==> src/rtl/fir_mac_if.sv <==
// Sample/coefficient/result bundle for the FIR MAC sequencer.
// The master drives samples and coefficient writes; the slave (the filter) returns results.
interface fir_mac_if #(
  parameter int DATA_WIDTH  = 8,
  parameter int COEFF_WIDTH = 8,
  parameter int TAPS        = 4,
  parameter int ACC_WIDTH   = DATA_WIDTH + COEFF_WIDTH + 2
);
  localparam int AW = $clog2(TAPS);

  logic                          s_valid;
  logic                          s_ready;
  logic signed [DATA_WIDTH-1:0]  s_data;
  logic                          coef_we;
  logic [AW-1:0]                 coef_addr;
  logic signed [COEFF_WIDTH-1:0] coef_data;
  logic                          coef_err;
  logic                          y_valid;
  logic signed [ACC_WIDTH-1:0]   y_out;
  logic                          busy;

  modport master (
    output s_valid, s_data, coef_we, coef_addr, coef_data,
    input  s_ready, coef_err, y_valid, y_out, busy
  );

  modport slave (
    input  s_valid, s_data, coef_we, coef_addr, coef_data,
    output s_ready, coef_err, y_valid, y_out, busy
  );
endinterface

==> src/rtl/fir_mac_sequencer.sv <==
// Time-multiplexed FIR filter: one shared multiplier, one tap per cycle.
// state  | meaning
// S_IDLE | waiting for a sample, coefficient writes allowed
// S_MAC  | accumulating c[idx]*x[idx], idx = 0..TAPS-1
module fir_mac_sequencer #(
  parameter int DATA_WIDTH  = 8,
  parameter int COEFF_WIDTH = 8,
  parameter int TAPS        = 4,
  parameter int ACC_WIDTH   = DATA_WIDTH + COEFF_WIDTH + 2
) (
  input logic     clk,
  input logic     rst,
  fir_mac_if.slave bus
);
  localparam int AW = $clog2(TAPS);
  localparam int PW = DATA_WIDTH + COEFF_WIDTH;

  typedef enum logic {S_IDLE, S_MAC} state_t;

  state_t                        state_q, state_d;
  logic signed [DATA_WIDTH-1:0]  x_q [TAPS];
  logic signed [DATA_WIDTH-1:0]  x_d [TAPS];
  logic signed [COEFF_WIDTH-1:0] c_q [TAPS];
  logic signed [COEFF_WIDTH-1:0] c_d [TAPS];
  logic signed [ACC_WIDTH-1:0]   acc_q, acc_d;
  logic signed [ACC_WIDTH-1:0]   y_out_q, y_out_d;
  logic [AW-1:0]                 idx_q, idx_d;
  logic                          y_valid_q, y_valid_d;
  logic                          coef_err_q, coef_err_d;

  logic signed [PW-1:0]          prod;
  logic signed [ACC_WIDTH-1:0]   sum;
  logic                          accept;
  logic                          addr_ok;

  assign addr_ok = 32'(bus.coef_addr) < TAPS;
  assign accept  = bus.s_valid && bus.s_ready;
  assign prod    = PW'(x_q[idx_q]) * PW'(c_q[idx_q]);
  assign sum     = acc_q + ACC_WIDTH'(prod);

  always_comb begin
    state_d    = state_q;
    x_d        = x_q;
    c_d        = c_q;
    acc_d      = acc_q;
    idx_d      = idx_q;
    y_out_d    = y_out_q;
    y_valid_d  = 1'b0;
    coef_err_d = 1'b0;

    // Writes land in c_d before the MAC reads c_q, so a write on the
    // acceptance edge is already visible to that sample's sequence.
    if (bus.coef_we) begin
      if (state_q == S_IDLE && addr_ok) begin
        c_d[bus.coef_addr] = bus.coef_data;
      end else begin
        coef_err_d = 1'b1;
      end
    end

    case (state_q)
      S_IDLE: begin
        if (accept) begin
          x_d[0] = bus.s_data;
          for (int k = 1; k < TAPS; k++) begin
            x_d[k] = x_q[k-1];
          end
          acc_d   = '0;
          idx_d   = '0;
          state_d = S_MAC;
        end
      end
      S_MAC: begin
        acc_d = sum;
        idx_d = idx_q + AW'(1);
        if (idx_q == AW'(TAPS - 1)) begin
          y_out_d   = sum;
          y_valid_d = 1'b1;
          state_d   = S_IDLE;
        end
      end
      default: state_d = S_IDLE;
    endcase
  end

  always_ff @(posedge clk) begin
    if (rst) begin
      state_q <= S_IDLE;
      for (int k = 0; k < TAPS; k++) begin
        x_q[k] <= '0;
        c_q[k] <= '0;
      end
      acc_q      <= '0;
      idx_q      <= '0;
      y_out_q    <= '0;
      y_valid_q  <= 1'b0;
      coef_err_q <= 1'b0;
    end else begin
      state_q    <= state_d;
      x_q        <= x_d;
      c_q        <= c_d;
      acc_q      <= acc_d;
      idx_q      <= idx_d;
      y_out_q    <= y_out_d;
      y_valid_q  <= y_valid_d;
      coef_err_q <= coef_err_d;
    end
  end

  assign bus.s_ready  = (state_q == S_IDLE) && !rst;
  assign bus.busy     = (state_q == S_MAC);
  assign bus.y_valid  = y_valid_q;
  assign bus.y_out    = y_out_q;
  assign bus.coef_err = coef_err_q;
endmodule

==> src/flat_wrapper.sv <==
// flat-port wrapper written by rule: the top's interface ports become plain ports
module fir_mac_sequencer_flat 
#(
  parameter int DATA_WIDTH  = 8,
  parameter int COEFF_WIDTH = 8,
  parameter int TAPS        = 4,
  parameter int ACC_WIDTH   = DATA_WIDTH + COEFF_WIDTH + 2
)
  (clk, rst, bus_s_valid, bus_s_data, bus_coef_we, bus_coef_addr, bus_coef_data, bus_s_ready, bus_coef_err, bus_y_valid, bus_y_out, bus_busy);
  fir_mac_if #(.DATA_WIDTH(DATA_WIDTH), .COEFF_WIDTH(COEFF_WIDTH), .TAPS(TAPS), .ACC_WIDTH(ACC_WIDTH)) bus_i ();
  input logic clk;
  input logic rst;
  input wire logic [$bits(bus_i.s_valid)-1:0] bus_s_valid;
  input wire logic [$bits(bus_i.s_data)-1:0] bus_s_data;
  input wire logic [$bits(bus_i.coef_we)-1:0] bus_coef_we;
  input wire logic [$bits(bus_i.coef_addr)-1:0] bus_coef_addr;
  input wire logic [$bits(bus_i.coef_data)-1:0] bus_coef_data;
  output wire logic [$bits(bus_i.s_ready)-1:0] bus_s_ready;
  output wire logic [$bits(bus_i.coef_err)-1:0] bus_coef_err;
  output wire logic [$bits(bus_i.y_valid)-1:0] bus_y_valid;
  output wire logic [$bits(bus_i.y_out)-1:0] bus_y_out;
  output wire logic [$bits(bus_i.busy)-1:0] bus_busy;
  assign bus_i.s_valid = bus_s_valid;
  assign bus_i.s_data = bus_s_data;
  assign bus_i.coef_we = bus_coef_we;
  assign bus_i.coef_addr = bus_coef_addr;
  assign bus_i.coef_data = bus_coef_data;
  assign bus_s_ready = bus_i.s_ready;
  assign bus_coef_err = bus_i.coef_err;
  assign bus_y_valid = bus_i.y_valid;
  assign bus_y_out = bus_i.y_out;
  assign bus_busy = bus_i.busy;
  fir_mac_sequencer #(.DATA_WIDTH(DATA_WIDTH), .COEFF_WIDTH(COEFF_WIDTH), .TAPS(TAPS), .ACC_WIDTH(ACC_WIDTH)) u_core (.clk(clk), .rst(rst), .bus(bus_i));
endmodule
==> config.mk <==
export PLATFORM = sky130hd
export DESIGN_NAME = fir_mac_sequencer_flat
export DESIGN_NICKNAME = d
export VERILOG_FILES = /design/src/rtl/fir_mac_if.sv /design/src/rtl/fir_mac_sequencer.sv /design/src/flat_wrapper.sv
export SDC_FILE = /design/constraint.sdc
export NUM_CORES = 1
export LEC_CHECK = 0
export CORE_ASPECT_RATIO = 0.7
export CORE_UTILIZATION = 35
export CTS_CLUSTER_DIAMETER = 80
export CTS_CLUSTER_SIZE = 16
export DETAILED_ROUTE_END_ITERATION = 10
export PLACE_DENSITY = 0.62
export SKIP_LAST_GASP = 1
export SYNTH_ARGS = -nofsm -noshare
export SYNTH_HDL_FRONTEND = slang
export SYNTH_SLANG_ARGS = --single-unit
==> constraint.sdc <==
create_clock -name clk -period 7.7 [get_ports clk]
set_input_delay 0.77 -clock clk [delete_from_list [all_inputs] [get_ports clk]]
set_output_delay 0.77 -clock clk [all_outputs]
set_load 0.1 [all_outputs]
Word level (Yosys, flattened, before mapping):

Index checks and enable logic that the tools add are counted.
W data, S select, Z words.

* add/sub/neg operators: 2
* multipliers: 1
* divide/modulo/power cells: 0
* $lt $le $gt $ge: 3
* eq/ne operators: 2
* shift operators: 0
* multiplexer cells: 18
* bitwise operators: 4
* reduce and logical (&&, ||, !) cells: 9

Operators by type and width (number)
* $mux W8: 5
* $pmux W18 S2: 1
* $bmux W8 S2: 2
* $bwmux W32: 1
* $add A18 B16 Y18: 1
* $mux W18: 1
* $demux W8 S2: 1
* $mul A8 B8 Y16: 1
* $ge A3 B3 Y1 const B: 2
* $not A2 Y3: 2
* $reduce_and A2 Y1: 3
* $mux W1: 4
* $pmux W2 S2: 1
* $reduce_or A2 Y1: 2
* $logic_and A1 B1 Y1: 3
* $lt A3 B1 Y1 const B: 1
* $add A2 B1 Y2 const B: 1
* $eq A2 B2 Y1 const B: 1
* $mux W2: 1
* $ne A2 B1 Y1 const B: 1
* $not A1 Y1: 2
* $pmux W1 S2: 1
* $logic_not A1 Y1: 1

* bits in registers: 105
* bits in latches: 0
* bits in writable memories: 0
* bits in read-only memories: 0
* input bits: 22
* memories: 0

Logic depth before layout (Yosys ltp):

Gate-level depths: netlist of the first run.

* depth after elaboration: 7
* mapped depth: 22
* gate-level depth less buffers: 20

Worst setup path before layout of the first run:

No wires, ideal clock.

* kind: register to register
* start: register u_core.idx_q[0]
* end: register u_core.y_out_q[16], in the netlist u_core.bus.y_out[16]
* library setup time: 130 ps
* arrival: 5797 ps
* data required time: 7570 ps
* slack: 1773 ps
* cell stages (with the launch flop): 20
* clock period less this slack: 5927 ps
* cells stage by stage: dfxtp_1 -> buf_2 -> buf_4 -> mux2_2 -> o21ai_1 -> or2_2 -> fa_1 -> fa_1 -> inv_1 -> fa_1 -> fa_1 -> fa_1 -> ha_1 -> o21a_1 -> o31a_1 -> o21ai_1 -> or3b_1 -> o31ai_2 -> xor2_1 -> o31ai_1

* cells in the longest elaborated chain, start to end: 6
* elaborated cells between the ends (all ways): 11
* those cells by class: 1 x add/sub; 1 x mul; 1 x eq/ne; 6 x mux; 1 x bitwise; 1 x reduce/logical

RTL lines
* start, declared: line fir_mac_sequencer.sv:27 `logic [AW-1:0] idx_q, idx_d;`
* start signal, assigned: line fir_mac_sequencer.sv:103 `idx_q <= idx_d;`
* $not A2 Y3 (not written as such): line fir_mac_sequencer.sv:38 `assign prod = PW'(x_q[idx_q]) * PW'(c_q[idx_q]);`
* $bmux W8 S2: line fir_mac_sequencer.sv:38
* $mux W8 (not written as such) (2 in series): line fir_mac_sequencer.sv:38
* $mul A8 B8 Y16: line fir_mac_sequencer.sv:38
* $add A18 B16 Y18: line fir_mac_sequencer.sv:39 `assign sum = acc_q + ACC_WIDTH'(prod);`
* end signal, assigned: line fir_mac_sequencer.sv:104 `y_out_q <= y_out_d;`
* end, declared: line fir_mac_sequencer.sv:26 `logic signed [ACC_WIDTH-1:0] y_out_q, y_out_d;`

Parallel ways exist; a longest one is shown, timed or not. The select of a mux whose other input is x is not followed.
A chain may end at the register's enable or synchronous reset.

Final worst setup path of the first run:

Same ends and word-level chain as after synthesis.

==> results.json, run 1 <==
{
  "dieHeight_um": 122.6,
  "nets": 974,
  "hp-class": "register to register",
  "path_class": "register to register",
  "ir_worst_vdd_v": 0.0001460,
  "clk_pin_slew_ns": 0.07,
  "worstHoldStart": "u_core.c_q[23]",
  "finalSetupViolations": 0,
  "async_reset_ff_frac": 0,
  "grt_pass1_vias": 5248,
  "layout_commonest_cell": "nand2_1",
  "r2r_cells": 17,
  "grt_pass1_wl_mm": 27.78,
  "layout_common_cells": "168 x nand2_1, 105 x dfxtp_1, 86 x inv_1",
  "maxSlewViolCount": 0,
  "firstDrtPassIters": 4,
  "yosys.area.top_type": "dfxtp_1",
  "route.detailed.drc": 0,
  "cp_slowest_cell": "dfxtp_1",
  "viasPerCell": 4.799,
  "crit_required_ns": 7.92,
  "status": "finished clean",
  "seq_area_frac_synth": 0.2890,
  "synthFlopType": "dfxtp_1",
  "gp_congestion": 0.7968,
  "dieArea_mm2": 0.02137,
  "fin_util": 0.4103,
  "routedWlPerCell_um": 14.83,
  "ys_types": 46,
  "synth_area_leaders": "dfxtp_1 29%, fa_1 22%, nand2_1 8.7%, ha_1 7.4%, mux4_2 4.6%",
  "crit_top_cell": "fa_1",
  "die_w_um": 174.3,
  "cts_tree": "done",
  "critical_path.max_stage_delay_ns": 0.66,
  "num_rows": 43,
  "period_share": 0.8210,
  "cts_buffers": 9,
  "synth_warnings": 0,
  "floorplan.initialDensity": 0.3625,
  "cp_max_fo": 11,
  "synth_top_area_share": 0.2890,
  "drive_above_1_share": 0.05282,
  "hold_end": "u_core.c_q[23]",
  "antenna_found_initial": 0,
  "synth-edff-count": 0,
  "rsz0062_at_grt": "false",
  "leakagePower_nw": 3.561,
  "post_cts_buffers": 0,
  "ys_ff_latch": 105,
  "holdPathStages": 2,
  "power_density_mw_per_mm2": 146.4,
  "synth_nets": 949,
  "cap_violations": 0,
  "hold_viol_final": 0,
  "startpoint_type": "register",
  "regToRegSetupSlack_ns": 1.38,
  "post-place-ws_ns": 1.371,
  "maxSlewHeadroom": 0.2760,
  "syn_inst": 804,
  "cts_buffer_depth": 2,
  "fmax_mhz": 158.2,
  "critical-path-top-delay-family": "adder cells",
  "syn_to_final_growth_pct": 13.18,
  "cts_resized": 0,
  "end_kind": "register",
  "cts-root-buf": "clkbuf_16",
  "clock-sinks": 105,
  "finalClockSkew_ns": 0.01105,
  "worstSetupStartpoint": "u_core.idx_q[0]",
  "grt_start_max_net_pins": 71,
  "synthesis.area_mm2": 0.007274,
  "finalWirelength_mm": 16.35,
  "r2r_end": "u_core.bus.y_out[16]",
  "final.setup.tns_ns": 0,
  "portBuffers": 43,
  "cp_num_buf_inv": 3,
  "pin_count": 44,
  "vias": 5293,
  "final_antenna_net_count": 0,
  "cts_hold_buf": 0,
  "drtIter0Drc": 351,
  "r2r-start": "u_core.idx_q[0]",
  "crit_arrival_ns": 6.54,
  "grt.overflow.total": 0,
  "avgSynthCellArea_um2": 9.048,
  "finalPower_mw": 1.206,
  "grt_usage": 0.1672,
  "htreeDepth": 3,
  "core_area_mm2": 0.02007,
  "fin_ws_ns": 1.378,
  "clock_latency_ns": 0.36,
  "dp.final_hpwl_mm": 12.68,
  "cp_cell_sequence": "buf_4, mux4_2, and2_1, fa_1, inv_1, fa_1, inv_1, fa_1, fa_1, ha_1, ha_1, a21o_1, a21o_2, or3b_1, o31ai_2, xor2_1, o31ai_1",
  "fin_crit_ns": 6.322,
  "antennaDiodeCount": 0,
  "tightest_slew_ns": 1.078
}
area by class of cell:
type                            instances  area (µm²)
Fill cell                            1984       11840
Multi-Input combinational cell        578        4715
Sequential cell                       105        2102
Timing Repair Buffer                   49       470.5
Tap cell                              270       337.8
Inverter                               86       322.8
Clock buffer                           10       229.0
Clock inverter                          5       56.30
Yosys cell counts (3+ instances only):
cell / number
a211oi_1: 5
a21oi_1: 54
and2_1: 40
buf_1: 5
clkbuf_1: 28
dfxtp_1: 105
fa_1: 80
ha_1: 43
inv_1: 86
mux2i_1: 10
mux4_2: 15
nand2_1: 168
nand3_1: 3
nand3b_1: 3
nor2_1: 47
nor3_1: 7
nor3b_1: 9
o21a_1: 4
o21ai_0: 40
o21ai_1: 3
o21bai_1: 3
xnor2_1: 10
xor2_1: 7
kinds of logic (layout without fill, tap and decap cells):
| kind of cell | count (synthesis) | in the layout | share of synthesized area |
|---|---|---|---|
| simple gates | 289 | 289 | 0.1763 |
| fa+ha+maj | 123 | 123 | 0.2941 |
| compound gates | 123 | 123 | 0.09529 |
| buf+inv | 121 | 150 | 0.06312 |
| flops | 105 | 105 | 0.2890 |
| mux | 26 | 26 | 0.06175 |
| xor+xnor | 17 | 17 | 0.02047 |
per-layer routing:
layer  up-vias  wire length [µm]  global-route usage
met2        94              6399              0.2366
met1      2545              9106              0.2570
met5         -                 0                   0
li1       2640                 -                   -
met3        14               665             0.03532
met4         0               180             0.03673
power breakdown:
group | switching, mW | internal [mW] | leakage (nW)
sequential | 0.0125 | 0.557 | 0.850
combinational | 0.113 | 0.0716 | 2.57
clock | 0.201 | 0.250 | 0.139
total | 0.327 | 0.879 | 3.56
worst register-to-register path: stages, from the launching register on:
cell	delay, ns
dfxtp_1	0.66
buf_4	0.34
mux4_2	0.64
and2_1	0.38
fa_1	0.55
inv_1	0.05
fa_1	0.49
inv_1	0.05
fa_1	0.54
fa_1	0.45
ha_1	0.30
ha_1	0.37
a21o_1	0.22
a21o_2	0.22
or3b_1	0.40
o31ai_2	0.21
xor2_1	0.22
o31ai_1	0.08
per-stage QoR:
| step | std cells | hold WS (ns) | cell area (µm²) |
|---|---|---|---|
| after floorplan | 804 | 0.4328 | 7274 |
| after global placement | 1088 | 0.4430 | 7948 |
| after detailed placement | 1088 | 0.4449 | 7948 |
| after CTS | 1103 | 0.4555 | 8233 |
| after global routing | 1103 | 0.4738 | 8233 |
| final | 1103 | 0.4518 | 8233 |
sequential cells by signal (all words and copies together), names as in the netlist:
register and cells:
u_core.bus.busy 1, u_core.bus.y_valid 1, u_core.bus.coef_err 1, u_core.acc_q 18, u_core.bus.y_out 18, u_core.x_q 32, u_core.idx_q 2, u_core.c_q 32
worst max-delay path by stage:
stage | depth (start not counted) | to
final | 17 | u_core.bus.y_out[16]
after global routing | 16 | u_core.acc_q[15]
after CTS | 16 | u_core.acc_q[15]
after detailed placement | 17 | u_core.bus.y_out[16]
after global placement | 17 | u_core.bus.y_out[16]
after floorplan | 19 | u_core.bus.y_out[16]
(Power assumes the default switching activity.)
==> inputs of run 2 (changes only) <==
Clock period 7.7 ns to 6.5 ns, I/O delays scaled along.
==> results.json, run 2 (same netlist as run 1, synthesis figures left out) <==
{
  "status": "finished clean",
  "antennaDiodeCount": 0,
  "fin_hold_ws_ns": 0.4566,
  "ir_worst_vdd_v": 0.0001213,
  "die_w_um": 174.3,
  "grt_usage": 0.1686,
  "cp_num_buf_inv": 4,
  "antenna_found_initial": 0,
  "clock-sinks": 105,
  "cts_buffers": 9,
  "route.detailed.drc": 0,
  "floorplan.initialDensity": 0.3625,
  "routedWlPerCell_um": 14.73,
  "finalClockSkew_ns": 0.01348,
  "startpoint_type": "register",
  "finalSetupViolations": 0,
  "pin_count": 44,
  "grt_pass1_wl_mm": 27.90,
  "cts_buffer_depth": 2,
  "cts_tree": "done",
  "crit_arrival_ns": 6.24,
  "cp_slowest_cell": "dfxtp_1",
  "path_class": "register to register",
  "final_antenna_net_count": 0,
  "cp_max_fo": 11,
  "grt_start_max_net_pins": 69,
  "cap_violations": 0,
  "dieHeight_um": 122.6,
  "htreeDepth": 3,
  "critical_path.max_stage_delay_ns": 0.57,
  "dp.final_hpwl_mm": 12.55,
  "clock_latency_ns": 0.36,
  "critical-path-top-delay-family": "adder cells",
  "fin_crit_ns": 5.977,
  "post_cts_buffers": 0,
  "tightest_slew_ns": 1.022,
  "firstDrtPassIters": 5,
  "portBuffers": 43,
  "finalWirelength_mm": 16.29,
  "dieArea_mm2": 0.02137,
  "drtIter0Drc": 323,
  "maxSlewViolCount": 0,
  "vias": 5271,
  "crit_required_ns": 6.76,
  "final.setup.tns_ns": 0,
  "hold_viol_final": 0,
  "power_density_mw_per_mm2": 175.9,
  "grt.overflow.total": 0,
  "clk_pin_slew_ns": 0.07,
  "leakagePower_nw": 3.582,
  "rsz0062_at_grt": "false",
  "top_regs": "u_core.c_q (32), u_core.x_q (32)",
  "fillers": 1971,
  "nets": 976,
  "layout_common_cells": "168 x nand2_1, 105 x dfxtp_1, 86 x inv_1",
  "drive_above_1_share": 0.05622,
  "fin_ws_ns": 0.5225,
  "hp-class": "register to register",
  "crit_top_cell": "fa_1",
  "cts-root-buf": "clkbuf_16",
  "core_area_mm2": 0.02007,
  "cts_hold_buf": 0,
  "syn_to_final_growth_pct": 13.69,
  "num_rows": 43,
  "cp_cell_sequence": "buf_4, mux4_2, and2_1, buf_4, fa_1, inv_1, fa_1, inv_1, fa_1, fa_1, ha_1, ha_1, a21o_1, a21o_2, a211oi_1, nand2_1, a21oi_1, xnor2_1, a32o_1",
  "grt_pass1_vias": 5304,
  "layout_commonest_cell": "nand2_1",
  "fmax_mhz": 167.3,
  "end_kind": "register",
  "viasPerCell": 4.766,
  "gp_congestion": 0.8282,
  "maxSlewHeadroom": 0.3134,
  "period_share": 0.9196,
  "post-place-ws_ns": 0.5132,
  "cts_resized": 0
}
-- run 2: changes by cell type in the layout (fill, tap and decap cells not counted), sizes merged --
cell | previous run | this run
buf | 7 | 9
clkbuf | 10 | 12
inv | 87 | 86
-- run 2: routing by layer --
layer / global-route usage / share of wire
met5: 0 / 0
met2: 0.2293 / 0.38
met4: 0.03728 / 0.0081
met1: 0.2618 / 0.56
met3: 0.04244 / 0.053
-- run 2: final timing paths --
kind	from	endpoint	slack, ns	cells after the start
min	u_core.c_q[26]	u_core.c_q[26]	0.46	2
min reg2reg	u_core.c_q[26]	u_core.c_q[26]	0.46	2
max reg2reg	u_core.idx_q[1]	u_core.acc_q[17]	0.52	19
max	u_core.idx_q[1]	u_core.acc_q[17]	0.52	19
-- run 2: power by group --
| group | total, mW | switching (mW) | internal, mW |
|---|---|---|---|
| logic | 0.220 | 0.135 | 0.0850 |
| registers | 0.673 | 0.0136 | 0.660 |
| clock network | 0.561 | 0.241 | 0.320 |
| total | 1.45 | 0.390 | 1.06 |
-- run 2: worst reg2reg max path, cell delays in order, from the launching register on --
cell and delay, ns:
dfxtp_1 0.57, buf_4 0.28, mux4_2 0.41, and2_1 0.26, buf_4 0.21, fa_1 0.51, inv_1 0.05, fa_1 0.49
inv_1 0.05, fa_1 0.54, fa_1 0.45, ha_1 0.30, ha_1 0.36, a21o_1 0.22, a21o_2 0.22, a211oi_1 0.30
nand2_1 0.09, a21oi_1 0.20, xnor2_1 0.10, a32o_1 0.26
-- run 2: per-stage QoR --
stage | util | area (µm²) | instances | power (mW)
floorplan | - | 7274 | 804 | 0.8349
finish | 0.4121 | 8270 | 1106 | 1.455
global placement | 0.3968 | 7963 | 1090 | 0.9050
CTS | 0.4121 | 8270 | 1106 | 1.478
global route | 0.4121 | 8270 | 1106 | 1.525
detailed placement | 0.3968 | 7963 | 1090 | 0.9058
-- run 2: layout make-up --
| class | count | area (µm²) | share of cell area |
|---|---|---|---|
| Multi-Input combinational cell | 578 | 4715 | 0.5700 |
| Sequential cell | 105 | 2102 | 0.2542 |
| Timing Repair Buffer | 51 | 485.5 | 0.05870 |
| Tap cell | 270 | 337.8 | 0.04085 |
| Inverter | 86 | 322.8 | 0.03903 |
| Clock buffer | 12 | 256.5 | 0.03101 |
| Clock inverter | 4 | 51.30 | 0.006203 |
==> inputs of run 3 (changes only) <==
Settings changed: CTS_CLUSTER_SIZE 16 to 10.
==> results of run 3 <==
The final DEF is identical to that of run 2; final timing and power are the same.
